File: config.mk
export PLATFORM = sky130hd
export DESIGN_NAME = cpu_run_ctrl
export DESIGN_NICKNAME = d
export VERILOG_FILES = /design/src/rtl/cpu_run_ctrl.sv
export SDC_FILE = /design/constraint.sdc
export NUM_CORES = 1
export LEC_CHECK = 0
export BUFFER_PORTS_ARGS = -buffer_cell sky130_fd_sc_hd__buf_2
export CAP_MARGIN = 20
export CORE_UTILIZATION = 40
export CTS_BUF_LIST = sky130_fd_sc_hd__clkbuf_4 sky130_fd_sc_hd__clkbuf_8 sky130_fd_sc_hd__clkbuf_16
export CTS_CLUSTER_SIZE = 8
export DETAILED_ROUTE_END_ITERATION = 10
export PLACE_DENSITY = 0.72
export SLEW_MARGIN = 20
export SYNTH_ARGS = -nofsm -noshare
export SYNTH_HDL_FRONTEND = slang
export SYNTH_SLANG_ARGS = --single-unit
File: constraint.sdc
create_clock -name clk -period 3.25 [get_ports clk]
set_input_delay 0.4875 -clock clk [delete_from_list [all_inputs] [get_ports clk]]
set_output_delay 0.4875 -clock clk [all_outputs]
set_load 0.02 [all_outputs]
File: src/rtl/cpu_run_ctrl.sv
// cpu_run_ctrl: run / step / breakpoint sequencer for the single-cycle core.
//
// Instead of gating or dividing the CPU clock, this block produces a
// one-cycle PC-update enable (pc_en) in the clk domain. The core loads NPC
// into its PC only on cycles where pc_en is high.
//
// Ports:
//   clk, rst     - system clock, synchronous active-high reset
//   run_i        - switch, 1 = run continuously
//   slow_i       - switch, 1 = slow tick rate (2^DIV_SLOW), else 2^DIV_FAST
//   btn_step     - raw asynchronous step pushbutton
//   bp_en        - breakpoint enable
//   bp_addr      - breakpoint PC (byte address)
//   pc           - current PC from the core
//   clr_cnt      - synchronous clear of instr_count
//   pc_en        - one-cycle strobe: core advances PC on this edge
//   state_o      - 00 HALT, 01 RUN, 10 STEP, 11 BRK
//   halted       - state is HALT or BRK
//   brk_hit      - state is BRK
//   instr_count  - number of pc_en strobes since reset or clear
module cpu_run_ctrl #(
  parameter int DIV_FAST = 25,
  parameter int DIV_SLOW = 27,
  parameter int DB_CNT   = 1000000
) (
  input  logic        clk,
  input  logic        rst,
  input  logic        run_i,
  input  logic        slow_i,
  input  logic        btn_step,
  input  logic        bp_en,
  input  logic [31:0] bp_addr,
  input  logic [31:0] pc,
  input  logic        clr_cnt,
  output logic        pc_en,
  output logic [1:0]  state_o,
  output logic        halted,
  output logic        brk_hit,
  output logic [31:0] instr_count
);

  localparam int DB_W = $clog2(DB_CNT + 1);

  typedef enum logic [1:0] {
    S_HALT = 2'b00,
    S_RUN  = 2'b01,
    S_STEP = 2'b10,
    S_BRK  = 2'b11
  } state_t;

  state_t              state_q, state_d;
  logic [DIV_SLOW-1:0] div_q, div_d;
  logic [1:0]          sync_q, sync_d;
  logic                db_level_q, db_level_d;
  logic [DB_W-1:0]     db_cnt_q, db_cnt_d;
  logic                step_pend_q, step_pend_d;
  logic                skip_bp_q, skip_bp_d;
  logic                halted_q, halted_d;
  logic                brk_hit_q, brk_hit_d;
  logic [31:0]         count_q, count_d;

  logic tick;
  logic bp_hit;
  logic db_rise;
  logic pc_en_fsm;

  // Tick generator. The counter is never reset by slow_i, so switching
  // rate only changes which bits must be all-ones.
  assign div_d = div_q + DIV_SLOW'(1);
  assign tick  = slow_i ? (&div_q) : (&div_q[DIV_FAST-1:0]);

  // The breakpoint is suppressed for the first instruction after leaving
  // HALT so that resuming while parked on bp_addr makes progress.
  assign bp_hit = bp_en & (pc == bp_addr) & ~skip_bp_q;

  // Synchroniser (sync_q[1] is the clean sample) and debouncer. The level
  // flips on the DB_CNT-th consecutive differing sample; any agreeing
  // sample restarts the count.
  always_comb begin
    sync_d     = {sync_q[0], btn_step};
    db_level_d = db_level_q;
    db_cnt_d   = '0;
    db_rise    = 1'b0;
    if (sync_q[1] != db_level_q) begin
      if (db_cnt_q == DB_W'(DB_CNT - 1)) begin
        db_level_d = ~db_level_q;
        db_rise    = ~db_level_q;
      end else begin
        db_cnt_d = db_cnt_q + DB_W'(1);
      end
    end
  end

  // Sequencer next-state and strobe.
  always_comb begin
    state_d     = state_q;
    pc_en_fsm   = 1'b0;
    skip_bp_d   = skip_bp_q;
    step_pend_d = step_pend_q | db_rise;
    case (state_q)
      S_HALT: begin
        if (run_i) begin
          // Run wins over a pending step; the pending step is discarded.
          state_d     = S_RUN;
          skip_bp_d   = 1'b1;
          step_pend_d = 1'b0;
        end else if (step_pend_q) begin
          state_d = S_STEP;
        end
      end
      S_RUN: begin
        step_pend_d = 1'b0;
        if (!run_i) begin
          state_d = S_HALT;
        end else if (tick && bp_hit) begin
          // Stop before executing the instruction at bp_addr.
          state_d = S_BRK;
        end else if (tick) begin
          pc_en_fsm = 1'b1;
          skip_bp_d = 1'b0;
        end
      end
      S_STEP: begin
        // run_i and the breakpoint are ignored until the step retires.
        if (tick) begin
          pc_en_fsm   = 1'b1;
          step_pend_d = 1'b0;
          skip_bp_d   = 1'b0;
          state_d     = S_HALT;
        end
      end
      S_BRK: begin
        if (!run_i) begin
          state_d = S_HALT;
        end else if (step_pend_q) begin
          state_d = S_STEP;
        end
      end
      default: state_d = S_HALT;
    endcase
  end

  // No strobe while reset is asserted.
  assign pc_en = pc_en_fsm & ~rst;

  always_comb begin
    halted_d  = (state_d == S_HALT) || (state_d == S_BRK);
    brk_hit_d = (state_d == S_BRK);
    // Clear has priority over a coincident increment.
    count_d   = clr_cnt ? 32'd0 : (count_q + 32'(pc_en));
  end

  always_ff @(posedge clk) begin
    if (rst) begin
      state_q     <= S_HALT;
      div_q       <= '0;
      sync_q      <= '0;
      db_level_q  <= 1'b0;
      db_cnt_q    <= '0;
      step_pend_q <= 1'b0;
      skip_bp_q   <= 1'b0;
      halted_q    <= 1'b1;
      brk_hit_q   <= 1'b0;
      count_q     <= 32'd0;
    end else begin
      state_q     <= state_d;
      div_q       <= div_d;
      sync_q      <= sync_d;
      db_level_q  <= db_level_d;
      db_cnt_q    <= db_cnt_d;
      step_pend_q <= step_pend_d;
      skip_bp_q   <= skip_bp_d;
      halted_q    <= halted_d;
      brk_hit_q   <= brk_hit_d;
      count_q     <= count_d;
    end
  end

  assign state_o     = state_q;
  assign halted      = halted_q;
  assign brk_hit     = brk_hit_q;
  assign instr_count = count_q;

endmodule

Yosys cells after proc, flatten, opt, wreduce, memory -nomap -nowiden:

Cells that the tools add are included.

* register bits: 88
* input port bits: 71
* output and inout port bits: 37
* word-level logic and storage cells: 64

* $add $sub $neg: 3
* equal/unequal tests: 10
* muxes and demuxes: 22
* bitwise gates (word level): 8
* reductions and logical operators: 11

Operators with widths (number)
* $add A32 B1 Y32: 1
* $eq A32 B32 Y1: 1
* $add A27 B1 Y27 const B: 1
* $reduce_and A27 Y1: 1
* $reduce_and A25 Y1: 1
* $add A20 B1 Y20 const B: 1
* $eq A20 B20 Y1 const B: 1
* $mux W1: 12
* $mux W2: 6
* $pmux W2 S4: 1
* $eq A2 B2 Y1 const B: 3
* $ne A2 B2 Y1 const B: 3
* $pmux W1 S3: 2
* $logic_not A2 Y1: 2
* $not A1 Y1: 4
* $reduce_and A4 Y1: 1
* $and A1 B1 Y1: 3
* $reduce_bool A3 Y1: 1
* $reduce_or A3 Y1: 1
* $eq A2 B1 Y1 const B: 1
* $pmux W1 S2: 1
* $reduce_and A2 Y1: 1
* $reduce_or A2 Y1: 1
* $logic_and A1 B1 Y1: 1
* other kinds (3): 3

Longest topological paths before layout:

* word-level depth: 9
* depth in mapped cells: 13
* depth with buffers taken out: 13

Least setup slack after synthesis:

Ideal clock, no wire load.

* kind: register -> register
* start: reg div_q[0]
* end: reg count_q[30], in the netlist instr_count[30]
* library setup time: 0.071 ns
* data arrival time: 3.489 ns
* required time: 3.179 ns
* path slack: -0.309 ns
* cell stages (with the launch flop): 12
* buffers on the path: 0
* period minus slack after synthesis: 3.559 ns
* cells stage by stage: dfxtp_1 -> ha_1 -> nand3_2 -> nor4_4 -> nand4b_4 -> nor4b_1 -> ha_1 -> ha_1 -> and3_1 -> nand2_1 -> or3_1 -> a21oi_1

* longest elaborated chain between the ends: 8
* elaborated cells on any way between the ends: 10
* classes of those cells: 1 x add/sub; 5 x mux; 1 x bitwise; 3 x reduce/logical

RTL lines
* start, declared: line 52 `logic [DIV_SLOW-1:0] div_q, div_d;`
* start signal, assigned: line 167 `div_q <= div_d;`
* $reduce_and A27 Y1 / $reduce_and A25 Y1 (equally long branches): line 70 `assign tick = slow_i ? (&div_q) : (&div_q[DIV_FAST-1:0]);`
* $mux W1 *: line 70
* $mux W1 / $logic_and A1 B1 Y1 (equally long branches): line 118, 125, 115
* $mux W1: line 115 `end else if (tick && bp_hit) begin`
* $mux W1: line 113 `if (!run_i) begin`
* $pmux W1 S2 *: line 100 `case (state_q)`
* $and A1 B1 Y1 *: line 144 `assign pc_en = pc_en_fsm & ~rst;`
* named net pc_en: line 35 `output logic pc_en,`
* $add A32 B1 Y32 *: line 150 `count_d = clr_cnt ? 32'd0 : (count_q + 32'(pc_en));`
* end signal, assigned: line 175 `count_q <= count_d;`
* end, declared: line 60 `logic [31:0] count_q, count_d;`

Mark *: on every way through the listed nets, which the timed path passes. The rest lies on a longest branch.
A chain may end at the register's enable or synchronous reset.

Worst setup path after layout:

* start: reg div_q[8]
* end: reg count_q[30], in the netlist instr_count[30]

* longest elaborated chain between the ends: 8
* elaborated cells on any way between the ends: 10
* classes of those cells: 1 x add/sub; 5 x mux; 1 x bitwise; 3 x reduce/logical

RTL lines (line)
* $reduce_and A27 Y1 / $reduce_and A25 Y1 (equally long branches): 70
* $mux W1 *: 70
* $mux W1 / $logic_and A1 B1 Y1 (equally long branches): 118, 125, 115
* $mux W1: 115
* $mux W1: 113
* $pmux W1 S2 *: 100
* $and A1 B1 Y1 *: 144
* $add A32 B1 Y32 *: 150

Every way passes the cells marked *; elsewhere a longest branch is shown, timed or not.

==> reports/results.ini <==
[setup_path]
crit_slowest_cell=dfxtp_1
worstReg2RegStart=div_q[8]
critPathRequiredTime_ns=3.53
startpoint=div_q[8]
reg2reg_to=instr_count[30]
worstSetupPathType=flop to flop
slowest_delay_ns=0.42
arrival_ns=3.23
r2r.worst_path.cells=10
cp_cell_sequence=nand4_2 -> nor4_4 -> nand4b_4 -> nor4b_4 -> ha_2 -> ha_1 -> and3_2 -> nand2_1 -> or3_1 -> a21oi_1
r2r_slack_ns=0.29
end_kind=flop
critPathBufInv=0
cp-start-kind=flop
path_max_fanout=5
crit_family=simple AND/OR/NAND/NOR gates

[synthesis]
synth-adder-area-share_pct=2.570
synth_fp_nets=582
synth_top_family_by_area=simple AND/OR/NAND/NOR gates
ys_types=48
yosysWarnings=0
synth_mux_area_share_pct=0.2284
synth_xor_xnor_area_share_pct=19.99
synth_area_um2=4382
async_reset_ff_share_pct=0
ys_ff_latch=88
synth_ff_type=dfxtp_1
postSynthAreaPerCell_um2=8.728
synth-simple-area-share_pct=29.50
syn_inst=502
synth_edf_count=0
ys_seq_area_share_pct=40.21
synth_compound_area_share_pct=4.569

[floorplan]
coreArea_um2=10460
start_util_pct=41.88
dieWidth_um=106.7
die_y_um=106.7
rows=37
design.die.area_um2=11380
io_pins=108

[final_layout]
nets=689
final_core_util_pct=50.01
syn_to_final_growth_pct=19.42
fill_cells=998
antennaDiodeCount=0
drive_gt1_share_pct=22.80
final_area_um2=5233

[run_status]
status=complete, no violations

[timing]
fin_hold_ws_ns=0.3829
slew_violations=0
fin_crit_ns=2.958
rsz0062_at_grt=false
tightest_slew_ns=0.6404
timing.final.crit_share_pct=91.01
finalSetupViolCount=0
final-hold-violation-count=0
fmax_ghz=0.3381
setup_tns_ns=0
finClkSkew_ns=0.009623
slew_headroom_pct=56.91
worst_slack_ns=0.2922

[hold_path]
hold_end=sync_q[0]
hp-start=btn_step
hp-class=input pin to flop
holdPathStages=2

[drt]
first_iter_violations=173
drc_errors=0
wl_um=9528
vias=3821
first_pass_iters=4
post_drt_wl_per_cell_um=12.70
ant_nets=0
avgViaCountPerCell=5.095

[clock_tree]
cts_hold_buf=0
clockBufferDepth=2
clkSlewWorstSetupHoldPaths_ns=0.09
h-tree-depth=3
numCtsBuffers=9
cts_root_buf=clkbuf_8
insertion_delay_ns=0.35
cts_num_sinks=88
cts_tree=done

[global_routing]
grt_usage_pct=17.97
antenna_found_initial=0
grt_max_degree=41
grt_pass1_vias=3762
overflow=0
grt_pass1_wl_um=16730

[placement]
dpl.hpwl_um=7365
placed_area_um2=5025
portBuffers=107
pre_cts_slack_ns=0.01947
routabilityCongestion=0.8613

[job]
drv_cap=0

[pwr]
irDropWorstVdd_uv=285.8
power_density_nw_per_um2=378.2
leakagePower_nw=2.034

## state kept, by name, summed over array words and instances (netlist names)
signal	count
step_pend_q	1
halted	1
db_level_q	1
state_o	2
sync_q	2
div_q	27
instr_count	32
skip_bp_q	1
brk_hit	1
db_cnt_q	20
## report_power, final
part	total [W]	internal, W	switching (W)
clock network	0.000704	0.000328	0.000376
logic	0.000180	0.0000869	0.0000930
registers	0.00110	0.00109	0.00000847
total	0.00198	0.00150	0.000477
## layout make-up
| class | instances | area [um2] | share of cell area [%] |
|---|---|---|---|
| well taps | 136 | 170.2 | 3.252 |
| repair buffers | 110 | 558.0 | 10.66 |
| inverters | 12 | 45.04 | 0.8608 |
| clock buffers | 12 | 158.9 | 3.037 |
| multi-input cells | 388 | 2510 | 47.97 |
| clock inverters | 4 | 28.78 | 0.5500 |
| flip-flops and latches | 88 | 1762 | 33.67 |
## synthesized netlist by cell type, types with 5 or more instances
cell	n	share of area (%)
clkbuf_1	8	0.69
nand4_1	28	4.0
and3_1	9	1.3
nand3_1	33	3.8
o21ai_0	9	1.0
nand2_1	32	2.7
xnor2_1	58	12
and4_1	5	1.0
ha_1	9	2.6
or3_1	8	1.1
nor4_1	7	1.0
xor2_1	42	8.4
nor2b_1	7	1.0
nor3_1	10	1.1
nor2_1	89	7.6
a21oi_1	8	0.91
dfxtp_1	88	40
inv_1	12	1.0
## kinds of logic (layout without fill, tap and decap cells)
group	count (synthesis)	count (layout)
and+or+nand+nor	247	247
muxes	1	1
adders and majority gates	9	9
AOI/OAI and AO/OA	31	31
xor gates and xnor gates	100	100
DFF	88	88
buffers and inverters	26	138
## per-stage QoR
stage / instances / power (W)
3_3_place_gp: 733 / 0.001294
2_1_floorplan: 502 / 0.001228
4_1_cts: 749 / 0.001999
3_5_place_dp: 733 / 0.001299
5_1_grt: 750 / 0.002070
6_report: 750 / 0.001979
## per-layer routing
layer  vias up  GRT usage, %  wire length [um]
li1       1923             -                 -
met1      1793         22.06              4295
met2        94         30.32              4611
met3        11         5.714               510
met4         0         4.599               112
met5         -             0                 0
## cells in the final DEF, fill, tap and decap left out, types with 2 or more instances in the layout
cell type / instances
buf_2: 107
or3_1: 8
inv_1: 12
nand4_1: 28
and3_1: 8
nand2_1: 32
buf_4: 3
and4_1: 5
nand3b_1: 2
nor3_1: 10
nor4_1: 7
and3_2: 2
a21oi_1: 8
xor2_1: 42
a31oi_1: 3
nand3_1: 33
o21ai_0: 9
xnor2_1: 58
clkbuf_8: 11
nor4_4: 2
clkinvlp_4: 2
nor2b_1: 7
ha_1: 8
nand2b_1: 3
dfxtp_1: 88
nor2_1: 89
## how the worst max path moves through the flow
stage                       to  depth (start not counted)
6_report       instr_count[30]                         10
5_1_grt        instr_count[30]                         10
4_1_cts        instr_count[30]                         11
3_5_place_dp   instr_count[30]                         11
3_3_place_gp   instr_count[30]                         11
2_1_floorplan  instr_count[30]                         11
## timing repair
item                                    4_1_cts  5_1_grt
pin swaps                                     0        1
endpoints found under the setup margin        1       10
gates resized for setup                       1        2
buffers inserted                              0        1
Note: power is estimated with default switching activity, not from simulation.
